### src/rtl/lpm_pkg.sv
// lpm_pkg: shared definitions for the longest-prefix-match route table.
//   NUM_ENTRIES / IDX_WIDTH : table depth and matching index width
//   lpm_entry_t             : one route entry {valid, ip, mask, nh, oq}
//   lpm_state_t             : lookup sequencer states
package lpm_pkg;

  localparam int NUM_ENTRIES = 32;
  localparam int IDX_WIDTH   = 5;

  typedef struct packed {
    logic        valid;
    logic [31:0] ip;
    logic [31:0] mask;
    logic [31:0] nh;
    logic [31:0] oq;
  } lpm_entry_t;

  typedef enum logic [1:0] {
    IDLE = 2'd0,
    SCAN = 2'd1,
    DONE = 2'd2
  } lpm_state_t;

endpackage

### src/rtl/lpm_entry_match.sv
// lpm_entry_match: combinational compare of one route entry against a key.
//   entry     in  route entry under test
//   key       in  destination address being looked up
//   best_mask in  mask of the best entry found so far
//   best_hit  in  an earlier entry already matched
//   match     out entry is valid and its prefix covers the key
//   better    out entry's prefix would beat the current best (ignores match)
module lpm_entry_match
  import lpm_pkg::*;
(
  input  lpm_entry_t  entry,
  input  logic [31:0] key,
  input  logic [31:0] best_mask,
  input  logic        best_hit,
  output logic        match,
  output logic        better
);

  // nh/oq travel with the entry but play no part in the comparison.
  logic unused_payload;
  assign unused_payload = ^{entry.nh, entry.oq};

  assign match = entry.valid && ((key & entry.mask) == (entry.ip & entry.mask));

  // Masks are contiguous, so a larger unsigned mask is a longer prefix.
  // Strict compare keeps the earlier (lower) index on equal prefixes.
  assign better = !best_hit || (entry.mask > best_mask);

endmodule

### src/rtl/lpm_table_ctrl.sv
// lpm_table_ctrl: owns the route table and serialises host writes with a
// one-entry-per-cycle longest-prefix-match scan.
//   AXI_ACLK, AXI_RESETN           clock, async active-low reset
//   req_valid/req_ready/req_ip     lookup request (accepted only in IDLE)
//   rsp_valid/rsp_ready            lookup result handshake (held in DONE)
//   rsp_hit/rsp_index/rsp_nh/rsp_oq registered result, zeroed on miss
//   wr_valid/wr_ready/wr_index     host table write (stalled during SCAN)
//   wr_entry_valid, wr_ip, wr_mask, wr_nh, wr_oq   entry contents
//   entry_valid_vec                valid bit of every entry
//   lookup_count, miss_count       completed lookups / completed misses
module lpm_table_ctrl
  import lpm_pkg::*;
(
  input  logic                   AXI_ACLK,
  input  logic                   AXI_RESETN,
  input  logic                   req_valid,
  output logic                   req_ready,
  input  logic [31:0]            req_ip,
  output logic                   rsp_valid,
  input  logic                   rsp_ready,
  output logic                   rsp_hit,
  output logic [IDX_WIDTH-1:0]   rsp_index,
  output logic [31:0]            rsp_nh,
  output logic [31:0]            rsp_oq,
  input  logic                   wr_valid,
  output logic                   wr_ready,
  input  logic [IDX_WIDTH-1:0]   wr_index,
  input  logic                   wr_entry_valid,
  input  logic [31:0]            wr_ip,
  input  logic [31:0]            wr_mask,
  input  logic [31:0]            wr_nh,
  input  logic [31:0]            wr_oq,
  output logic [NUM_ENTRIES-1:0] entry_valid_vec,
  output logic [31:0]            lookup_count,
  output logic [31:0]            miss_count
);

  localparam logic [IDX_WIDTH-1:0] LAST_IDX = IDX_WIDTH'(NUM_ENTRIES - 1);

  lpm_state_t           state;
  logic [IDX_WIDTH-1:0] cnt;
  logic [31:0]          key;

  // Table: valid bits are reset, payload fields are plain storage.
  logic [NUM_ENTRIES-1:0] valid_vec;
  logic [31:0]            ip_mem   [NUM_ENTRIES];
  logic [31:0]            mask_mem [NUM_ENTRIES];
  logic [31:0]            nh_mem   [NUM_ENTRIES];
  logic [31:0]            oq_mem   [NUM_ENTRIES];

  // Running best match across the scan.
  logic                 best_hit;
  logic [31:0]          best_mask;
  logic [IDX_WIDTH-1:0] best_idx;
  logic [31:0]          best_nh;
  logic [31:0]          best_oq;

  lpm_entry_t           cur_entry;
  logic                 cur_match;
  logic                 cur_better;
  logic                 take;
  logic                 nx_hit;
  logic [IDX_WIDTH-1:0] nx_idx;
  logic [31:0]          nx_nh;
  logic [31:0]          nx_oq;
  logic                 wr_fire;
  logic                 req_fire;

  assign req_ready       = (state == IDLE);
  assign wr_ready        = (state != SCAN);
  assign rsp_valid       = (state == DONE);
  assign entry_valid_vec = valid_vec;
  assign wr_fire         = wr_valid && wr_ready;
  assign req_fire        = req_valid && req_ready;

  always_comb begin
    cur_entry       = '0;
    cur_entry.valid = valid_vec[cnt];
    cur_entry.ip    = ip_mem[cnt];
    cur_entry.mask  = mask_mem[cnt];
    cur_entry.nh    = nh_mem[cnt];
    cur_entry.oq    = oq_mem[cnt];
  end

  lpm_entry_match u_match (
    .entry     (cur_entry),
    .key       (key),
    .best_mask (best_mask),
    .best_hit  (best_hit),
    .match     (cur_match),
    .better    (cur_better)
  );

  // Best-so-far including the entry being compared this cycle, so the final
  // scan cycle can load the response directly.
  assign take   = (state == SCAN) && cur_match && cur_better;
  assign nx_hit = best_hit || take;
  assign nx_idx = take ? cnt          : best_idx;
  assign nx_nh  = take ? cur_entry.nh : best_nh;
  assign nx_oq  = take ? cur_entry.oq : best_oq;

  // Control state, valid bits, response and statistics.
  always_ff @(posedge AXI_ACLK or negedge AXI_RESETN) begin
    if (!AXI_RESETN) begin
      state        <= IDLE;
      cnt          <= '0;
      best_hit     <= 1'b0;
      valid_vec    <= '0;
      rsp_hit      <= 1'b0;
      rsp_index    <= '0;
      rsp_nh       <= '0;
      rsp_oq       <= '0;
      lookup_count <= '0;
      miss_count   <= '0;
    end else begin
      if (wr_fire) begin
        valid_vec[wr_index] <= wr_entry_valid;
      end
      case (state)
        IDLE: begin
          if (req_fire) begin
            state    <= SCAN;
            cnt      <= '0;
            best_hit <= 1'b0;
          end
        end
        SCAN: begin
          best_hit <= nx_hit;
          cnt      <= cnt + 1'b1;
          if (cnt == LAST_IDX) begin
            state     <= DONE;
            rsp_hit   <= nx_hit;
            rsp_index <= nx_hit ? nx_idx : '0;
            rsp_nh    <= nx_hit ? nx_nh  : '0;
            rsp_oq    <= nx_hit ? nx_oq  : '0;
          end
        end
        DONE: begin
          if (rsp_ready) begin
            state        <= IDLE;
            lookup_count <= lookup_count + 32'd1;
            if (!rsp_hit) begin
              miss_count <= miss_count + 32'd1;
            end
          end
        end
        default: state <= IDLE;
      endcase
    end
  end

  // Datapath storage: key, best-match payload and table fields.
  always_ff @(posedge AXI_ACLK) begin
    if (req_fire) begin
      key <= req_ip;
    end
    if (take) begin
      best_mask <= cur_entry.mask;
      best_idx  <= cnt;
      best_nh   <= cur_entry.nh;
      best_oq   <= cur_entry.oq;
    end
    if (wr_fire) begin
      ip_mem[wr_index]   <= wr_ip;
      mask_mem[wr_index] <= wr_mask;
      nh_mem[wr_index]   <= wr_nh;
      oq_mem[wr_index]   <= wr_oq;
    end
  end

endmodule

### config.mk
export PLATFORM = sky130hd
export DESIGN_NAME = lpm_table_ctrl
export DESIGN_NICKNAME = d
export VERILOG_FILES = /design/src/rtl/lpm_pkg.sv /design/src/rtl/lpm_entry_match.sv /design/src/rtl/lpm_table_ctrl.sv
export SDC_FILE = /design/constraint.sdc
export NUM_CORES = 2
export LEC_CHECK = 0
export CAP_MARGIN = 40
export CORE_MARGIN = 1.5
export CORE_UTILIZATION = 60
export CTS_CLUSTER_DIAMETER = 100
export DETAILED_ROUTE_END_ITERATION = 10
export HOLD_SLACK_MARGIN = 0.12
export PLACE_DENSITY = 0.77
export SLEW_MARGIN = 10
export SYNTH_ARGS = -nofsm -noshare
export SYNTH_HDL_FRONTEND = slang
export SYNTH_SLANG_ARGS = --single-unit
### constraint.sdc
create_clock -name AXI_ACLK -period 20.7 [get_ports AXI_ACLK]
set_clock_uncertainty 0.2 [all_clocks]
set_input_delay 2.07 -clock AXI_ACLK [delete_from_list [all_inputs] [get_ports AXI_ACLK]]
set_output_delay 2.07 -clock AXI_ACLK [all_outputs]
set_load 0.01 [all_outputs]
==> flow_summary.yaml <==
run_status:
  outcome: "complete, no violations"
global_route:
  grt_overflow: 0
  grt_pass1_vias: 88500
  grt_pass1_wl_mm: 657
  gr-usage-all-layers_pct: 33.0
  grt_max_degree: 152
  antenna_found_initial: 52
cts:
  cts-resized-gates: 0
  clock-root-buffer: "clkbuf_16"
  cts_tree: "yes"
  htree_levels: 5
  cts_setup_buffers: 0
  hold_buffers: 0
  clkLatencyLatePin_ps: 930
  cts_inserted_buffers: 425
  clkSinkCount: 4403
  clk_path_buf_depth: 4
  clk_pin_slew_worst_paths_ps: 60
routing:
  wl_per_cell_um: 37.7
  drt_iter0_drc: 13800
  viasPerCell: 7.07
  drc: 0
  drt_pass1_iterations: 6
  via_count: 88000
  drtAntennaViolNets: 0
  wl_mm: 469
yosys:
  async_flop_share_pct: 3.95
  dominantRegCellSynth: "edfxtp_1"
  ys_ff_latch: 4403
  synthTopCellsByArea: "edfxtp_1 74%, mux4_2 14%, dfrtp_1 2.6%, mux2i_1 2.0%, nand2_1 0.83%"
  postSynthCellCount: 7636
  synth_top_area_share_pct: 74.2
  avgSynthCellArea_um2: 22.0
  synth_nets: 7843
  synth_edf_count: 4160
  syn_area_um2: 168000
  yosysTopAreaCell: "edfxtp_1"
  synth_seq_area_share_pct: 77.6
  synth_warnings: 0
  synth_cell_types: 70
sta:
  fin_tns_setup_ps: 0
  drv_slew: 0
  finalCritPeriodShare_pct: 40.9
  fin_ws_ps: 12240
  tightest_slew_ps: 1370
  rsz0062_at_grt: "false"
  hold_viol: 0
  period_minus_slack_ps: 8460
  max_freq_ghz: 0.118
  relSlewSlack_pct: 8.48
  setup_violations: 0
  hold_ws_ps: 268
floorplan:
  coreArea_um2: 279000
  die_area_um2: 284000
  start_util_pct: 60.3
  die_h_um: 533
  dieWidth_um: 533
  fp-row-count: 194
  io_pins: 340
job:
  cap_violations: 0
place:
  io_buffers: 339
  post-place-ws_ps: 11930
  gp_congestion: 0.871
  dp.cells: 11500
  dpl.hpwl_mm: 232
  detailed_place.area_um2: 178000
setup_path:
  crit_arrival_ps: 9050
  crit_path_start: "cnt[1]"
  regToRegEndpoint: "best_oq[10]"
  crit_fanout: 56
  start_kind: "flip-flop"
  critPathCaptureType: "flip-flop"
  critPathRequiredTime_ps: 21290
  reg2regPathDepth: 22
  crit-reg2reg-launch: "cnt[1]"
  critical_path_class: "flip-flop to flip-flop"
  r2r_slack_ps: 12240
final_layout:
  final_cell_count_no_fill: 12400
  final_area_um2: 193000
  area.growth.synth_to_final_pct: 14.9
  layout.nets: 8539
  drive_above_1_share_pct: 24.7
worst_hold_path:
  holdPathEnd: "rsp_nh[5]"
  hold_start: "best_nh[5]"
  holdPathStages: 1
  hold_class: "flip-flop to flip-flop"
power_and_ir_drop:
  ir_worst_vdd_uv: 119
  power_leakage_nw: 62.7
  p_per_area_nw_per_um2: 122
==> synthesized netlist by cell type, types with 4 or more instances <==
cell          n
or4_1        12
nor2b_1      15
a221o_1      65
a31oi_1       6
nand2_1     374
nor4_1       21
o211ai_1      8
nand3_1      62
o31ai_1       6
dfrtp_1     174
mux2_2      121
mux4_2     1020
xnor2_1      53
nand3b_1      4
a22oi_1      99
o22ai_1     113
a21oi_1      27
buf_4        28
a2111oi_0     4
edfxtp_1   4160
ha_1         36
o221ai_1      9
clkbuf_1    195
a211oi_1      6
a22o_1       14
nor3_1       74
buf_6        10
a221oi_1     23
a211o_1       6
buf_2       125
dfxtp_1      69
nor2_1       83
inv_1        46
and3_1       20
buf_1        46
nand4_1      26
and2_1       15
nand2b_1      9
o21ai_0      29
mux2i_1     339
xor2_1       36
or3_1         5
==> area by class of cell <==
type                    instances  area [um2]
clock buffers                 560       11500
flip-flops and latches       4403      131000
repair buffers                673        8100
well taps                    3724        4660
inverters                      48         193
clock inverters               220        2270
multi-input cells            2781       35900
fillers                     16000       85800
diodes                         34        85.1
==> logic make-up after synthesis <==
kind of cell / after synthesis / share of synthesized area (%)
buf+inv: 452 / 1.21
simple gates: 741 / 2.01
xor+xnor: 89 / 0.463
flops: 4403 / 77.6
mux: 1480 / 16.5
fa+ha+maj: 36 / 0.268
compound gates: 435 / 1.92
==> critical path, stage by stage (launching register included) <==
cell and delay (ps):
dfrtp_4 900, buf_4 310, buf_16 310, buf_4 760, buf_4 820, mux4_2 420
mux4_2 470, nand2_1 90, nand2_1 220, ha_1 280, a2111oi_0 370, o21ai_0 170
a31o_2 280, a21oi_1 210, o31ai_1 120, o22ai_1 120, clkbuf_4 230, and2_4 550
buf_16 310, nor2_4 70, buf_4 270, buf_12 240, mux2_2 320
==> through the flow <==
step                power (W)  util, %
finish                 0.0236     69.3
global route           0.0242     69.3
CTS                    0.0236     68.8
detailed placement     0.0159     63.9
global placement       0.0157     63.2
floorplan              0.0141        -
==> cell usage in the layout, fill, tap and decap left out, drive strengths merged, types with 65 or more instances in the layout <==
cell	count
dfxtp	69
buf	333
mux4	1020
mux2	121
edfxtp	4160
clkinv	147
nor2	83
dfrtp	174
clkdlybuf4s50	338
a22oi	99
a221o	65
nand2	374
o22ai	113
clkbuf	562
mux2i	339
nor3	74
==> power breakdown <==
part | internal (W) | leakage (nW) | switching (W)
Combinational | 0.00271 | 15.7 | 0.00326
Clock | 0.00443 | 6.69 | 0.00329
Sequential | 0.00983 | 40.3 | 0.0000963
==> worst max path at each step <==
stage                           to  cells past startpoint
3_3_place_gp           best_nh[10]                     18
4_1_cts                best_oq[12]                     21
2_1_floorplan  entry_valid_vec[12]                      4
6_report               best_oq[10]                     22
5_1_grt                best_oq[19]                     23
3_5_place_dp           best_oq[12]                     21
==> state kept, by name (all words and copies together) (netlist names), 5 cells and up <==
register         count
best_idx             5
best_mask           32
best_nh             32
best_oq             32
cnt                  5
entry_valid_vec     32
ip_mem            1024
key                 32
lookup_count        32
mask_mem          1024
miss_count          32
nh_mem            1024
oq_mem            1024
rsp_index            5
rsp_nh              32
rsp_oq              32
==> metal layers <==
metal / wire [um] / track usage, % / part of all wire, % / vias up
met2: 225000 / 52.0 / 48 / 7141
li1: - / - / - / 33500
met4: 26200 / 16.6 / 5.6 / 42
met5: 259 / 0 / 0.055 / -
met3: 57900 / 6.60 / 12 / 1311
met1: 160000 / 44.5 / 34 / 46000
Power figures use the tool's default switching activity.
